### src/rtl/mem_pkg.sv
// Shared memory-port definitions: widths, sequencer states, port indices
// and the CPU read/write encoding.
package mem_pkg;

  localparam int AW = 10;
  localparam int DW = 16;

  typedef enum logic [1:0] {
    IDLE,
    ISSUE,
    WAIT
  } arb_state_t;

  localparam logic PORT_CPU = 1'b0;
  localparam logic PORT_LDR = 1'b1;

  localparam logic MEM_READ  = 1'b0;
  localparam logic MEM_WRITE = 1'b1;

endpackage

### src/rtl/mem_port_arbiter_rr_pick2.sv
// Two-way round-robin pick; a forced index (lock holder) overrides fairness.
import mem_pkg::*;

module rr_pick2 (
  input  logic [1:0] req,
  input  logic       last,
  input  logic       force_en,
  input  logic       force_idx,
  output logic       valid,
  output logic       idx
);

  // On a tie the port that did not win last time goes next.
  always_comb begin
    valid = 1'b0;
    idx   = PORT_CPU;
    if (force_en) begin
      valid = req[force_idx];
      idx   = force_idx;
    end else begin
      valid = |req;
      idx   = (&req) ? ~last : req[PORT_LDR];
    end
  end

endmodule

### src/rtl/mem_port_arbiter.sv
// Shares one synchronous-read memory port between the CPU and the loader
// with a three-state sequencer, round-robin arbitration and a lock watchdog.
import mem_pkg::*;

module mem_port_arbiter #(
  parameter int AW           = mem_pkg::AW,
  parameter int DW           = mem_pkg::DW,
  parameter int LOCK_TIMEOUT = 15
) (
  input  logic          clk,
  input  logic          reset,
  input  logic [1:0]    req,
  input  logic [1:0]    we,
  input  logic [1:0]    lock,
  input  logic [2*AW-1:0] addr,
  input  logic [2*DW-1:0] wdata,
  output logic [1:0]    gnt,
  output logic [1:0]    done,
  output logic [DW-1:0] rdata,
  output logic          lock_err,
  output logic          mem_read_write,
  output logic [AW-1:0] mem_address,
  output logic [DW-1:0] mem_data_out,
  input  logic [DW-1:0] mem_data_in
);

  localparam int CW = $clog2(LOCK_TIMEOUT + 1);

  arb_state_t    state;
  logic          owner;
  logic          last;
  logic          owner_locked;
  logic [CW-1:0] wd_count;
  logic          pick_valid;
  logic          pick_idx;

  rr_pick2 u_pick (
    .req       (req),
    .last      (last),
    .force_en  (owner_locked),
    .force_idx (owner),
    .valid     (pick_valid),
    .idx       (pick_idx)
  );

  // A locked owner that stops requesting is starved out by the watchdog;
  // the release cycle itself grants nothing so arbitration restarts cleanly.
  always_ff @(posedge clk) begin
    if (reset) begin
      state          <= IDLE;
      gnt            <= '0;
      done           <= '0;
      rdata          <= '0;
      lock_err       <= 1'b0;
      mem_read_write <= MEM_READ;
      mem_address    <= '0;
      mem_data_out   <= '0;
      owner          <= PORT_CPU;
      last           <= PORT_LDR;
      owner_locked   <= 1'b0;
      wd_count       <= '0;
    end else begin
      gnt  <= '0;
      done <= '0;
      case (state)
        IDLE: begin
          if (owner_locked && !req[owner]) begin
            if (wd_count == CW'(LOCK_TIMEOUT)) begin
              owner_locked <= 1'b0;
              lock_err     <= 1'b1;
              wd_count     <= '0;
            end else begin
              wd_count <= wd_count + 1'b1;
            end
          end else begin
            wd_count <= '0;
            if (pick_valid) begin
              state          <= ISSUE;
              gnt[pick_idx]  <= 1'b1;
              owner          <= pick_idx;
              last           <= pick_idx;
              owner_locked   <= lock[pick_idx];
              mem_read_write <= we[pick_idx];
              mem_address    <= addr[pick_idx*AW +: AW];
              mem_data_out   <= wdata[pick_idx*DW +: DW];
            end
          end
        end
        ISSUE: begin
          mem_read_write <= MEM_READ;
          wd_count       <= '0;
          state          <= WAIT;
        end
        WAIT: begin
          done[owner]  <= 1'b1;
          rdata        <= mem_data_in;
          owner_locked <= lock[owner];
          wd_count     <= '0;
          state        <= IDLE;
        end
        default: state <= IDLE;
      endcase
    end
  end

endmodule

### config.mk
export PLATFORM = sky130hd
export DESIGN_NAME = mem_port_arbiter
export DESIGN_NICKNAME = d
export VERILOG_FILES = /design/src/rtl/mem_pkg.sv /design/src/rtl/mem_port_arbiter_rr_pick2.sv /design/src/rtl/mem_port_arbiter.sv
export SDC_FILE = /design/constraint.sdc
export NUM_CORES = 1
export LEC_CHECK = 0
export ABC_AREA = 1
export CAP_MARGIN = 20
export CORE_UTILIZATION = 42
export CTS_BUF_LIST = sky130_fd_sc_hd__clkbuf_8
export DETAILED_ROUTE_END_ITERATION = 8
export MAX_ROUTING_LAYER = met4
export PLACE_DENSITY = 0.85
export SLEW_MARGIN = 20
export SYNTH_ARGS = -nofsm -noshare
export SYNTH_HDL_FRONTEND = slang
export SYNTH_SLANG_ARGS = --single-unit
### constraint.sdc
create_clock -name clk -period 1.8 [get_ports clk]
set_clock_uncertainty 0.1 [all_clocks]
set_input_delay 0.36 -clock clk [delete_from_list [all_inputs] [get_ports clk]]
set_output_delay 0.36 -clock clk [all_outputs]
set_load 0.05 [all_outputs]
==> flow_metrics.py <==
metrics = {
    "timing": {
        "period_share_pct": 87.1,
        "fmax_ghz": 0.638,
        "setup_viol": 0,
        "rsz0062_at_grt": "false",
        "slew_violations": 0,
        "slew_headroom_pct": 77.3,
        "layout_min_cycle_time_ps": 1570,
        "setup_slack_ps": 232,
        "worst_slew_pin_slew_ps": 340,
        "finalHoldViolCount": 0,
    },
    "grt": {
        "grt_antenna_before_repair": 0,
        "grt_max_degree": 34,
        "grt_pass1_vias": 2614,
        "gr-total-overflow": 0,
        "track_usage_pct": 24.4,
        "grt_pass1_wl_um": 11700,
    },
    "clock_tree": {
        "htreeDepth": 3,
        "cts_tree": "yes",
        "cts_setup_buffers": 0,
        "post_cts_resized": 0,
        "ctsLongestPathBuffers": 2,
        "cts_sinks": 57,
        "cts_inserted_buffers": 9,
        "cts-root-buf": "clkbuf_8",
        "clk_pin_slew_ps": 70,
        "hold_buffers": 0,
        "clk_latency_ps": 320,
    },
    "finish": {
        "syn_to_final_growth_pct": 56.0,
        "finalNetCount": 546,
        "multi_input_area_um2": 1180,
        "seq_area_um2": 1140,
        "final_area_um2": 3920,
        "final_core_util_pct": 69.5,
        "n_fill_cell": 456,
        "drive_gt1_share_pct": 19.4,
        "antenna_cells": 0,
    },
    "worst_setup_path": {
        "worstReg2RegEnd": "owner_locked",
        "cp-end-kind": "flop",
        "criticalPathCategory": "primary input to flop",
        "critPathLaunchType": "primary input",
        "worstPathRequired_ps": 1920,
        "crit_arrival_ps": 1690,
        "r2r_start": "state[0]",
        "cp_top_family": "buffers and inverters",
        "r2r_slack_ps": 290,
        "cp_slowest_cell": "clkdlybuf4s50_1",
        "cp_max_fo": 19,
        "reg2reg_depth": 8,
        "crit_path_frequent_cell": "nor2_1",
        "cp_slowest_stage_delay_ps": 560,
        "worst-path-buf-inv": 2,
        "cp_cell_sequence": "clkdlybuf4s50_1, nor2_1, nand2_2, nand2_4, nor2_8, buf_12, nand2_1, a21oi_1, nor2_1",
    },
    "hold_path": {
        "hold_depth": 2,
        "hold_start": "lock_err",
        "hold_class": "flop to flop",
        "min_to": "lock_err",
    },
    "route": {
        "wl_per_cell_um": 13.5,
        "antenna_left": 0,
        "via_per_inst": 5.01,
        "drt_wl_total_um": 7320,
        "drt-initial-drc-count": 102,
        "via_count": 2713,
        "dr.pass1.iters": 4,
        "drc": 0,
    },
    "logic_synthesis": {
        "syn_area_per_cell_um2": 7.44,
        "synth_cell_types": 26,
        "syn_area_um2": 2510,
        "syn_inst": 338,
        "yosysWarnings": 0,
        "ys_seq_area_share_pct": 45.4,
        "synth_nets": 419,
        "ys_ff_latch": 57,
    },
    "die": {
        "io-pin-count": 124,
        "core_area_um2": 5640,
        "die_y_um": 79.4,
        "dieArea_um2": 6300,
        "rows": 27,
        "die_w_um": 79.4,
        "floorplan.initialDensity_pct": 44.6,
    },
    "place": {
        "placed_area_um2": 3730,
        "gp_congestion": 0.799,
        "dp_hpwl_um": 5310,
        "dpl_worst_slack_ps": -107,
        "portBuffers": 123,
    },
    "outcome": {
        "status": "completed",
    },
    "power_and_ir_drop": {
        "ir_drop_mv": 0.939,
        "p_leak_nw": 1.74,
        "p_per_area_nw_per_um2": 1910,
    },
    "flow_run": {
        "maxCapViolations": 0,
    },
}
worst max-delay path by stage:
stage / startpoint / to / slack [ps] / depth (start not counted)
after floorplan: state[0] / rdata[10] / 330 / 7
after global placement: req[0] / mem_address[2] / -50 / 9
after detailed placement: req[1] / mem_address[2] / -110 / 9
after CTS: req[1] / mem_data_out[15] / 240 / 8
after global routing: req[0] / mem_data_out[12] / 90 / 9
final: req[1] / mem_address[2] / 230 / 9
cell usage in the layout (no fill, tap or decap), types with 4 or more instances in the layout:
master and n:
nand2_1 58, buf_4 57, nand2_2 5, nand3_1 7
nor2_1 62, ha_1 5, clkdlybuf4s50_1 75, o21ai_0 29
o21ai_1 17, a21oi_1 48, buf_12 4, clkbuf_8 11
inv_1 12, nor3_1 5, dfxtp_1 57
sequential cells by signal, summed over array words and instances (netlist names):
name	cells
mem_data_out	16
owner	1
gnt	2
owner_locked	1
mem_read_write	1
lock_err	1
mem_address	10
state	2
last	1
rdata	16
wd_count	4
done	2
cells in the mapped netlist, drive strengths merged:
cell type   n  area (um2)
nand3       9        55.1
clkinv      1        3.75
ha          5        62.6
inv        14        55.1
a21oi      49         249
nor2       65         270
nand2      65         272
dfxtp      57        1140
clkbuf      7        26.3
nor3        5        25.0
nand4       1        6.26
buf        13         110
xnor2       1        8.76
o21ai      46         230
routing by layer:
layer,routed length (um),up-vias,global-route usage [%]
met4,197,0,11.6
met1,3120,1239,26.6
met2,3560,100,42.5
met3,438,16,5.03
li1,-,1358,-
met5,0,-,-
report_power, final:
group / leakage (nW) / internal, mW / switching (mW)
clock network: 0.106 / 0.697 / 0.479
logic: 1.17 / 1.41 / 2.88
registers: 0.469 / 1.74 / 0.275
total: 1.74 / 3.85 / 3.64
worst register-to-register path, cell delays in order (launching register included):
cell and delay (ps):
dfxtp_1 340, inv_1 90, ha_1 270, clkinv_1 200
a21oi_1 160, o21ai_0 90, nand2_1 90, nor2_1 40
nor2_1 70
final cells by class:
| cell class | instances | share of cell area [%] |
|---|---|---|
| flip-flops and latches | 57 | 29.1 |
| clock buffers | 11 | 3.86 |
| repair buffers | 136 | 32.1 |
| multi-input cells | 246 | 30.0 |
| well taps | 72 | 2.30 |
| inverters | 15 | 1.50 |
| clock inverters | 4 | 1.12 |
stage by stage:
step,setup TNS (ps),power [mW],hold slack (ps),instances
4_1_cts,0,7.51,384,541
2_1_floorplan,0,5.05,329,338
5_1_grt,0,7.94,401,541
3_5_place_dp,-2460,6.32,367,526
3_3_place_gp,-802,6.22,364,526
6_report,0,7.49,389,541
cells by family after synthesis:
group | Yosys count | synth area share, %
compound gates | 95 | 19.1
buf+inv | 35 | 7.76
flops | 57 | 45.4
xor+xnor | 1 | 0.348
fa+ha+maj | 5 | 2.49
simple gates | 145 | 25.0
Note: power is estimated with default switching activity, not from simulation.
==> edit (same flow settings) <==
The parameter `LOCK_TIMEOUT` goes from 15 to 16.
--- a/src/rtl/mem_port_arbiter.sv
+++ b/src/rtl/mem_port_arbiter.sv
@@ -5,7 +5,7 @@
 module mem_port_arbiter #(
   parameter int AW           = mem_pkg::AW,
   parameter int DW           = mem_pkg::DW,
-  parameter int LOCK_TIMEOUT = 15
+  parameter int LOCK_TIMEOUT = 16
 ) (
   input  logic          clk,
   input  logic          reset,
Behaviour: same outputs for any inputs over 10 cycles, from zero or initial values and one cycle with reset high; that may be too few to reach the edited logic, so the function may still have changed.
==> edit against the original RTL <==
  * Synthesized area increased by 5.8%
  * Sequential cell count increased by 1
  * Register-to-register slack got worse by 0.07 ns
  * Setup slack got worse by 0.053 ns
  * Final area increased by 3.4%
  * Fmax decreased by 3.3%
  * Power increased by 2.9%
  * Routed wire length increased by 0.40%
  * Critical path type unchanged
  * Largest cell class is now multi-input gates
  * Largest power group unchanged
==> edit: results (changes against the original RTL) <==
stage	metric	value	unit	change
outcome	status	finished clean		
worst_setup_path	cell with the largest stage delay on the worst path	clkdlybuf4s50_1		
detailed_routing	Via Count	2766		+2.0%
sta	Highest Clock Rate	616.9	MHz	-3.3%
detailed_routing	WL met1	3061	µm	-1.7%
placement	Detail Placement HPWL	5378	µm	+1.4%
cells_and_area	layout cells sized above 1	22.06	%	+2.7 points
clock_network	Clk pin slew, worst setup/hold paths	0.06	ns	
global_routing	initial antenna violation count	0		unchanged
clock_network	cts repair resizes	0		unchanged
global_routing	met2 Usage GRT	42.58	%	+0.083 points
cells_and_area	Largest regs	mem_data_out (16), rdata (16), mem_address (10)		
logic_synthesis	Mapped Nets	432		+3.1%
placement	port buffer count	123		unchanged
clock_network	H-Tree Depth	3		unchanged
global_routing	GRT Total Usage	24.38	%	-0.047 points
worst_setup_path	CP max stage delay	0.55	ns	
cells_and_area	area delta synth->final	52.49	%	
detailed_routing	DR iter-0 viols	140		+37%
logic_synthesis	synth unique cells	32		+23%
cells_and_area	# fillers	516		+13%
worst_setup_path	CP arrival	1.74	ns	+0.05 ns
placement	area post-placement	0.003886	mm²	+4.3%
worst_setup_path	CP Max Fanout	12		-7
logic_synthesis	Synth area leaders	dfxtp_1, nand2_1, nor2_1, o21ai_0, a21oi_1		
placement	routability cong.	0.7818		-2.1%
pwr	VDD IR max	0.001256	V	+34%
sta	Final Hold Vio Count	0		unchanged
detailed_routing	met2 wire length	3786	µm	+6.3%
worst_setup_path	Top Family by Delay on Critical Path	buffers and inverters		
global_routing	most used routing layer	met2		
logic_synthesis	Seq/Total Area, Yosys	43.65	%	-1.7 points
cells_and_area	NumNets Final	563		+3.1%
logic_synthesis	Main synth FF type	dfxtp_1		
pwr	Lkg Pwr	1.805	nW	+3.5%
global_routing	global routing usage on met1	26.69	%	+0.11 points
logic_synthesis	synth warn	0		unchanged
clock_network	Setup Buffers After CTS	0		unchanged
global_routing	global-route wire length before repair	11950	µm	+1.8%
detailed_routing	Met3 Routed Length	366	µm	-16%
global_routing	vias in the first global route	2702		+3.4%
global_routing	met3 Track Usage GR	4.889	%	-0.14 points
clock_network	clock latency on the worst-skew pair	0.32	ns	about the same
logic_synthesis	commonest cells in the netlist	nand2_1, nor2_1, dfxtp_1, o21ai_0, a21oi_1		
sta	relative slew slack	73.20	%	-4.1 points
detailed_routing	routed wire length	7344	µm	+0.40%
global_routing	pin count of the biggest net entering global routing	28		-18%
==> edit: cells by family (layout without fill, tap and decap cells) <==
| group | count (synthesis) | after routing | synth area share [%] |
|---|---|---|---|
| adders and majority gates | 6 | 6 | 2.822 |
| DFF | 58 | 58 | 43.65 |
| buffers and inverters | 41 | 176 | 8.231 |
| and+or+nand+nor | 153 | 153 | 25.49 |
| AOI/OAI and AO/OA | 91 | 91 | 19.47 |
| xor gates and xnor gates | 1 | 1 | 0.3293 |
==> edit: area by class of cell <==
cell class	count	area share [%]
clock buffer	11	3.732
inverter	20	1.974
clock inverter	4	0.4627
multi-input combinational	251	31.55
sequential	58	28.62
tap	75	2.313
timing repair buffer	141	31.34
==> edit: path summary, 6_finish.rpt <==
kind / from / to / slack [ns] / cells past startpoint
worst max-delay path: req[1] / mem_address[7] / 0.18 / 9
worst min-delay path: last / last / 0.40 / 2
worst max register to register: owner / mem_data_out[4] / 0.22 / 6
worst min register to register: last / last / 0.40 / 2
==> edit: worst min-delay path: cells and delay by family (launching register included) <==
kind | cells | cell delay (ns)
and+or+nand+nor | 2 | 0.12
DFF | 1 | 0.32
==> edit: power breakdown <==
| part | switching (mW) | internal, mW | total (mW) |
|---|---|---|---|
| combinational | 3.10 | 1.51 | 4.61 |
| sequential | 0.280 | 1.77 | 2.05 |
| clock | 0.487 | 0.554 | 1.04 |
| total | 3.86 | 3.84 | 7.70 |
==> edit: per-stage QoR <==
stage	std cells	TNS, ns	hold WS (ns)	setup WS, ns
floorplan	350	0	0.3512	0.3436
detailed placement	545	-3.350	0.3865	-0.1679
global route	560	0	0.4391	0.08146
CTS	560	0	0.4007	0.1877
global placement	545	-1.944	0.3564	-0.09651
finish	560	0	0.3972	0.1791
